### config.mk
export PLATFORM = sky130hd
export DESIGN_NAME = pipe_test_sequencer_flat
export DESIGN_NICKNAME = d
export VERILOG_FILES = /design/src/rtl/pipe_test_sequencer_if.sv /design/src/rtl/pipe_test_sequencer.sv /design/src/flat_wrapper.sv
export SDC_FILE = /design/constraint.sdc
export NUM_CORES = 1
export LEC_CHECK = 0
export CORE_MARGIN = 3
export CORE_UTILIZATION = 53
export CTS_CLUSTER_DIAMETER = 30
export DETAILED_ROUTE_END_ITERATION = 12
export PLACE_DENSITY = 0.95
export SYNTH_ARGS = -nofsm -noshare
export SYNTH_HDL_FRONTEND = slang
export SYNTH_SLANG_ARGS = --single-unit
### constraint.sdc
create_clock -name clk -period 4.9 [get_ports clk]
set_clock_uncertainty 0.15 [all_clocks]
set_input_delay 0.98 -clock clk [delete_from_list [all_inputs] [get_ports clk]]
set_output_delay 0.98 -clock clk [all_outputs]
set_load 0.01 [all_outputs]
### src/rtl/pipe_test_sequencer_if.sv
`default_nettype none
// pipe_test_sequencer_if: host/checker-facing signal bundle for the Pipe In test sequencer.
// master = host side driving the pass, slave = the sequencer itself.
interface pipe_test_sequencer_if #(
   parameter int LEN_W = 32,
   parameter int TMO_W = 24
);
   logic             start;
   logic             abort;
   logic             cfg_mode;
   logic [31:0]      cfg_throttle;
   logic [LEN_W-1:0] cfg_length;
   logic [TMO_W-1:0] cfg_timeout;
   logic             pipe_in_write;
   logic [31:0]      chk_error_count;
   logic             chk_reset;
   logic             chk_throttle_set;
   logic [31:0]      chk_throttle_val;
   logic             chk_mode;
   logic             busy;
   logic             done;
   logic [1:0]       status;
   logic [LEN_W-1:0] words_done;
   logic [31:0]      errors_latched;
   logic [31:0]      run_cycles;

   modport master (
      output start, abort, cfg_mode, cfg_throttle, cfg_length, cfg_timeout,
             pipe_in_write, chk_error_count,
      input  chk_reset, chk_throttle_set, chk_throttle_val, chk_mode, busy, done,
             status, words_done, errors_latched, run_cycles
   );

   modport slave (
      input  start, abort, cfg_mode, cfg_throttle, cfg_length, cfg_timeout,
             pipe_in_write, chk_error_count,
      output chk_reset, chk_throttle_set, chk_throttle_val, chk_mode, busy, done,
             status, words_done, errors_latched, run_cycles
   );
endinterface
`default_nettype wire

### src/rtl/pipe_test_sequencer.sv
`default_nettype none
// pipe_test_sequencer: runs one Pipe In test pass (reset/arm checker, count writes, report status).
// Define PIPE_SEQ_CYCLE_COUNT_EN to build the RUN-cycle counter; otherwise run_cycles reads 0.
module pipe_test_sequencer #(
   parameter int LEN_W = 32,
   parameter int TMO_W = 24
) (
   input  wire logic            clk,
   input  wire logic            reset,
   pipe_test_sequencer_if.slave bus
);
   typedef enum logic [2:0] {
      S_IDLE   = 3'd0,
      S_RST1   = 3'd1,
      S_RST2   = 3'd2,
      S_ARM    = 3'd3,
      S_RUN    = 3'd4,
      S_SETTLE = 3'd5,
      S_REPORT = 3'd6
   } state_t;

   state_t           state_q;
   logic             chk_reset_q, throttle_set_q, mode_q, busy_q, done_q;
   logic             aborted_q, timeout_q;
   logic [31:0]      throttle_q, errors_q;
   logic [LEN_W-1:0] length_q, words_q, words_d;
   logic [TMO_W-1:0] tmo_q, idle_q, idle_d;
   logic [1:0]       status_q, status_d;
   logic             aborted_d, len_hit, tmo_hit;

   always_comb begin
      words_d = words_q;
      if (bus.pipe_in_write && (words_q != '1))
         words_d = words_q + LEN_W'(1);
      idle_d = idle_q;
      if (bus.pipe_in_write)
         idle_d = '0;
      else if (idle_q != '1)
         idle_d = idle_q + TMO_W'(1);
      // A zero length exits on the first RUN cycle without any write.
      len_hit   = (words_q == length_q) || (words_d == length_q);
      tmo_hit   = (tmo_q != '0) && (idle_d == tmo_q);
      aborted_d = aborted_q | bus.abort;
      if (aborted_d)
         status_d = 2'd3;
      else if (timeout_q)
         status_d = 2'd2;
      else if (bus.chk_error_count != 32'd0)
         status_d = 2'd1;
      else
         status_d = 2'd0;
   end

   always_ff @(posedge clk) begin
      if (reset) begin
         state_q        <= S_IDLE;
         chk_reset_q    <= 1'b1;
         throttle_set_q <= 1'b0;
         mode_q         <= 1'b0;
         throttle_q     <= '0;
         busy_q         <= 1'b0;
         done_q         <= 1'b0;
         status_q       <= 2'd0;
         words_q        <= '0;
         errors_q       <= '0;
         length_q       <= '0;
         tmo_q          <= '0;
         idle_q         <= '0;
         aborted_q      <= 1'b0;
         timeout_q      <= 1'b0;
      end else begin
         case (state_q)
            S_IDLE: begin
               chk_reset_q <= 1'b0;
               if (bus.start) begin
                  state_q     <= S_RST1;
                  chk_reset_q <= 1'b1;
                  busy_q      <= 1'b1;
                  mode_q      <= bus.cfg_mode;
                  throttle_q  <= bus.cfg_throttle;
                  length_q    <= bus.cfg_length;
                  tmo_q       <= bus.cfg_timeout;
                  words_q     <= '0;
                  idle_q      <= '0;
                  aborted_q   <= 1'b0;
                  timeout_q   <= 1'b0;
               end
            end
            S_RST1: begin
               if (bus.abort) begin
                  state_q     <= S_SETTLE;
                  chk_reset_q <= 1'b0;
                  aborted_q   <= 1'b1;
               end else begin
                  state_q <= S_RST2;
               end
            end
            S_RST2: begin
               chk_reset_q <= 1'b0;
               if (bus.abort) begin
                  state_q   <= S_SETTLE;
                  aborted_q <= 1'b1;
               end else begin
                  state_q        <= S_ARM;
                  throttle_set_q <= 1'b1;
               end
            end
            S_ARM: begin
               throttle_set_q <= 1'b0;
               if (bus.abort) begin
                  state_q   <= S_SETTLE;
                  aborted_q <= 1'b1;
               end else begin
                  state_q <= S_RUN;
               end
            end
            S_RUN: begin
               if (words_q != length_q)
                  words_q <= words_d;
               idle_q <= idle_d;
               if (bus.abort) begin
                  state_q   <= S_SETTLE;
                  aborted_q <= 1'b1;
               end else if (len_hit) begin
                  state_q <= S_SETTLE;
               end else if (tmo_hit) begin
                  state_q   <= S_SETTLE;
                  timeout_q <= 1'b1;
               end
            end
            S_SETTLE: begin
               // Error count is sampled here so the checker's final registered update is included.
               errors_q  <= bus.chk_error_count;
               status_q  <= status_d;
               aborted_q <= aborted_d;
               done_q    <= 1'b1;
               state_q   <= S_REPORT;
            end
            S_REPORT: begin
               done_q  <= 1'b0;
               busy_q  <= 1'b0;
               state_q <= S_IDLE;
            end
            default: state_q <= S_IDLE;
         endcase
      end
   end

`ifdef PIPE_SEQ_CYCLE_COUNT_EN
   logic [31:0] run_cycles_q;
   always_ff @(posedge clk) begin
      if (reset)
         run_cycles_q <= '0;
      else if ((state_q == S_IDLE) && bus.start)
         run_cycles_q <= '0;
      else if ((state_q == S_RUN) && (run_cycles_q != '1))
         run_cycles_q <= run_cycles_q + 32'd1;
   end
   assign bus.run_cycles = run_cycles_q;
`else
   assign bus.run_cycles = '0;
`endif

   assign bus.chk_reset        = chk_reset_q;
   assign bus.chk_throttle_set = throttle_set_q;
   assign bus.chk_throttle_val = throttle_q;
   assign bus.chk_mode         = mode_q;
   assign bus.busy             = busy_q;
   assign bus.done             = done_q;
   assign bus.status           = status_q;
   assign bus.words_done       = words_q;
   assign bus.errors_latched   = errors_q;
endmodule
`default_nettype wire

### src/flat_wrapper.sv
// flat-port wrapper written by rule: the top's interface ports become plain ports
module pipe_test_sequencer_flat 
#(
   parameter int LEN_W = 32,
   parameter int TMO_W = 24
)
  (clk, reset, bus_start, bus_abort, bus_cfg_mode, bus_cfg_throttle, bus_cfg_length, bus_cfg_timeout, bus_pipe_in_write, bus_chk_error_count, bus_chk_reset, bus_chk_throttle_set, bus_chk_throttle_val, bus_chk_mode, bus_busy, bus_done, bus_status, bus_words_done, bus_errors_latched, bus_run_cycles);
  pipe_test_sequencer_if #(.LEN_W(LEN_W), .TMO_W(TMO_W)) bus_i ();
  input  wire logic clk;
  input  wire logic reset;
  input wire logic [$bits(bus_i.start)-1:0] bus_start;
  input wire logic [$bits(bus_i.abort)-1:0] bus_abort;
  input wire logic [$bits(bus_i.cfg_mode)-1:0] bus_cfg_mode;
  input wire logic [$bits(bus_i.cfg_throttle)-1:0] bus_cfg_throttle;
  input wire logic [$bits(bus_i.cfg_length)-1:0] bus_cfg_length;
  input wire logic [$bits(bus_i.cfg_timeout)-1:0] bus_cfg_timeout;
  input wire logic [$bits(bus_i.pipe_in_write)-1:0] bus_pipe_in_write;
  input wire logic [$bits(bus_i.chk_error_count)-1:0] bus_chk_error_count;
  output wire logic [$bits(bus_i.chk_reset)-1:0] bus_chk_reset;
  output wire logic [$bits(bus_i.chk_throttle_set)-1:0] bus_chk_throttle_set;
  output wire logic [$bits(bus_i.chk_throttle_val)-1:0] bus_chk_throttle_val;
  output wire logic [$bits(bus_i.chk_mode)-1:0] bus_chk_mode;
  output wire logic [$bits(bus_i.busy)-1:0] bus_busy;
  output wire logic [$bits(bus_i.done)-1:0] bus_done;
  output wire logic [$bits(bus_i.status)-1:0] bus_status;
  output wire logic [$bits(bus_i.words_done)-1:0] bus_words_done;
  output wire logic [$bits(bus_i.errors_latched)-1:0] bus_errors_latched;
  output wire logic [$bits(bus_i.run_cycles)-1:0] bus_run_cycles;
  assign bus_i.start = bus_start;
  assign bus_i.abort = bus_abort;
  assign bus_i.cfg_mode = bus_cfg_mode;
  assign bus_i.cfg_throttle = bus_cfg_throttle;
  assign bus_i.cfg_length = bus_cfg_length;
  assign bus_i.cfg_timeout = bus_cfg_timeout;
  assign bus_i.pipe_in_write = bus_pipe_in_write;
  assign bus_i.chk_error_count = bus_chk_error_count;
  assign bus_chk_reset = bus_i.chk_reset;
  assign bus_chk_throttle_set = bus_i.chk_throttle_set;
  assign bus_chk_throttle_val = bus_i.chk_throttle_val;
  assign bus_chk_mode = bus_i.chk_mode;
  assign bus_busy = bus_i.busy;
  assign bus_done = bus_i.done;
  assign bus_status = bus_i.status;
  assign bus_words_done = bus_i.words_done;
  assign bus_errors_latched = bus_i.errors_latched;
  assign bus_run_cycles = bus_i.run_cycles;
  pipe_test_sequencer #(.LEN_W(LEN_W), .TMO_W(TMO_W)) u_core (.clk(clk), .reset(reset), .bus(bus_i));
endmodule
==> results by group <==
Routing
  – Wire per inst: 19.3 um
  – Iter 0 DRT Violations: 1,187
  – Vias: 10,569
  – Antenna-violating nets left: 0
  – Vias per cell: roughly 6.0
  – Iteration count of the initial detailed-routing pass: 5
  – # DRC: 0
  – Drt total wl: 34,000 um

Hold path
  – Hold path cells: 2
  – Hold crit path type: reg -> reg
  – Hold Path Origin: u_core.bus.errors_latched[29]
  – Worst hold path endpoint: u_core.bus.errors_latched[29]

Yosys
  – Top_reg_cell synth: dfxtp_1
  – Sequential area share after synthesis: 37.8%
  – Synth cell types: 65
  – Mapped Cells: about 1,300
  – Syn avg cell area: about 7.4 um^2
  – Synthesized cell area: 9960 um^2
  – #FFs+latches synth: 188
  – Yosys warns: 0
  – Ys async rst share: 0%
  – Number of flops mapped to enable cells by yosys: 0

Timing
  – Fin. Hold Viols: 0
  – Min cycle time layout: slightly below 4 ns
  – Final period utilization: 80.7%
  – Slew @ Worst Pin: 1.24 ns
  – Fin Hold WS: about 0.31 ns
  – Setup TNS: 0 ns
  – Max Freq: 0.253 GHz
  – Final setup fails: 0
  – RSZ-0062 raised after global routing: no
  – Worst relative slew slack: 17.3%
  – Final slew viol count: 0

Layout
  – Commonest non-fill, non-tap cell in the layout: nand2_1
  – Final core utilization: 70.0%
  – Leading cell types in the layout, fill and taps excluded: nand2_1, clkdlybuf4s50_1, dfxtp_1
  – Diodes inserted: 0
  – Fillers: 1,436
  – Share of cells above drive strength 1: 4.18%
  – Area grow syn2layout: 28.0%
  – Nets: 1,646

Pwr
  – Clock share of power: 35.2%
  – P per Cell Area: roughly 310 nW/um^2
  – Seq pwr share: between 40% and 50%
  – Switching share of power: 32.7%
  – Maximum vdd drop: between 0.2 and 0.3 mV
  – Switching power: about 1300 uW
  – Leakage power: 0.00452 uW
  – Total power draw: around 4000 uW
  – Combinational group share of total power: about a fifth
  – Cell Int Power: 2690 uW

Floorplanning
  – Vert. Die Dim: around 140 um
  – Core area: ~18,000 um^2
  – Row count: 49
  – Die footprint: 20,500 um^2
  – Die Width: 143 um
  – Initial core utilization: 54.7%
  – Ports: 261

Global routing
  – Antenna violations before repair: 0
  – GR Util met3: 9.04%
  – Total track usage: between 30% and 40%
  – Largest net degree at the start of global routing: 90
  – First-pass GRT wire length: 53,300 um
  – Grt met2 use: 51.5%
  – Vias in the first global route: roughly 10,000
  – Layer with the highest usage: met2
  – Grt ovf: 0
  – Met1 Resource Use GR: between 40% and 50%

Setup path
  – Reg-to-Reg Start: u_core.idle_q[0]
  – Worst setup EP type: flip-flop
  – Critical Path Start Type: flip-flop
  – Worst R2R End: u_core.state_q[0]
  – R2r setup slk: 0.95 ns
  – Arrival time of the worst setup path: 4.18 ns
  – WP data required: 5.13 ns
  – WS Path Type: reg -> reg
  – Reg2reg path depth: 10
  – CP max FO: 8

Clocking
  – Clk_lat worst skew: 0.44 ns
  – TritonCTS clock tree: built
  – CTS Sinks: about 190
  – # hold bufs at CTS: 0
  – Root buffer cell: clkbuf_16
  – Post_cts resized: 0
  – Postcts setup bufs: 0
  – Clock-pin slew on the worst setup and hold paths: about 0.08 ns
  – CTS Buf Count: 17
  – Clk buf depth: 2
  – H-tree depth: 4

Placement
  – Hpwl dp: 25,300 um
  – I/O Buffers: 228
  – Placer congestion estimate: 1.03

Run status
  – Outcome: complete, no violations

Run
  – Number of max-cap violations: 0
==> cells by family after synthesis <==
logic type	after synthesis	share of synthesized area [%]
buffers and inverters	136	6.73
xor gates and xnor gates	96	8.44
other	1	0.0376
DFF	188	37.8
adders and majority gates	2	0.251
AOI/OAI and AO/OA	273	15.9
and+or+nand+nor	645	30.1
muxes	8	0.817
==> cells in the mapped netlist (15+ instances only) <==
cell      number  area [um^2]
nand2_1      305         1140
o21ai_0       36          180
nor3_1        46          230
dfxtp_1      188         3760
buf_4         33          248
nand3_1       45          225
and3_1        15         93.8
xnor2_1       36          315
clkbuf_1      77          289
nand4_1       38          238
xor2_1        60          526
nor4_1        31          194
a21oi_1      167          836
nor2_1       103          387
==> final cells by class <==
| class | count | area, um^2 | share of cell area, % |
|---|---|---|---|
| Timing Repair Buffer | 247 | 2420 | 19.0 |
| Tap cell | 229 | 287 | 2.25 |
| Multi-Input combinational cell | 1056 | 5650 | 44.3 |
| Clock inverter | 14 | 168 | 1.31 |
| Inverter | 8 | 30.0 | 0.235 |
| Sequential cell | 188 | 3760 | 29.5 |
| Clock buffer | 18 | 429 | 3.37 |
==> per-layer routing <==
metal  routed length (um)  part of all wire, %
met1                13900                   41
met2                15500                   46
met3                 3770                   11
met4                  867                  2.6
met5                    0                    0
==> power groups by stage <==
stage	clock [uW]	sequential [uW]	combinational (uW)
2_1_floorplan	0	1750	496
3_3_place_gp	0	1770	815
3_5_place_dp	0	1770	829
4_1_cts	1410	1740	836
5_1_grt	1470	1760	919
6_report	1410	1740	843
==> per-stage QoR <==
stage                     instance area (um^2)  cells  worst slack, ns
after floorplan                          10100   1380             1.47
after CTS                                12800   1760             1.02
after global routing                     12800   1760            0.710
after detailed placement                 12200   1728            0.668
after global placement                   12200   1728            0.742
final                                    12800   1760            0.945
==> how the worst max path moves through the flow <==
stage,start,end,slack (ns)
2_1_floorplan,bus_pipe_in_write,u_core.state_q[0],1.47
3_3_place_gp,bus_pipe_in_write,u_core.state_q[0],0.74
3_5_place_dp,bus_pipe_in_write,u_core.state_q[0],0.67
4_1_cts,u_core.idle_q[0],u_core.state_q[0],1.02
5_1_grt,u_core.idle_q[0],u_core.state_q[0],0.71
6_report,u_core.idle_q[0],u_core.state_q[0],0.95
==> registers in the layout, indices dropped and copies added (netlist names) <==
name and cells:
u_core.bus.chk_reset 1, u_core.length_q 32, u_core.bus.words_done 32, u_core.bus.chk_throttle_val 32, u_core.idle_q 24, u_core.bus.chk_mode 1, u_core.bus.done 1, u_core.aborted_q 1
u_core.tmo_q 24, u_core.bus.status 2, u_core.timeout_q 1, u_core.state_q 3, u_core.bus.errors_latched 32, u_core.bus.busy 1, u_core.bus.chk_throttle_set 1
==> critical path: stages, from the launching register on <==
cell and delay, ns:
dfxtp_1 0.43, ha_1 0.31, nand4_2 0.24, nor4_4 0.57, nand3_1 0.25, xor2_1 0.20, a2111o_1 0.43, or4_1 0.50
nor4_2 0.54, a21boi_1 0.14, o21ai_1 0.13
Note: power is estimated with default switching activity, not from simulation.
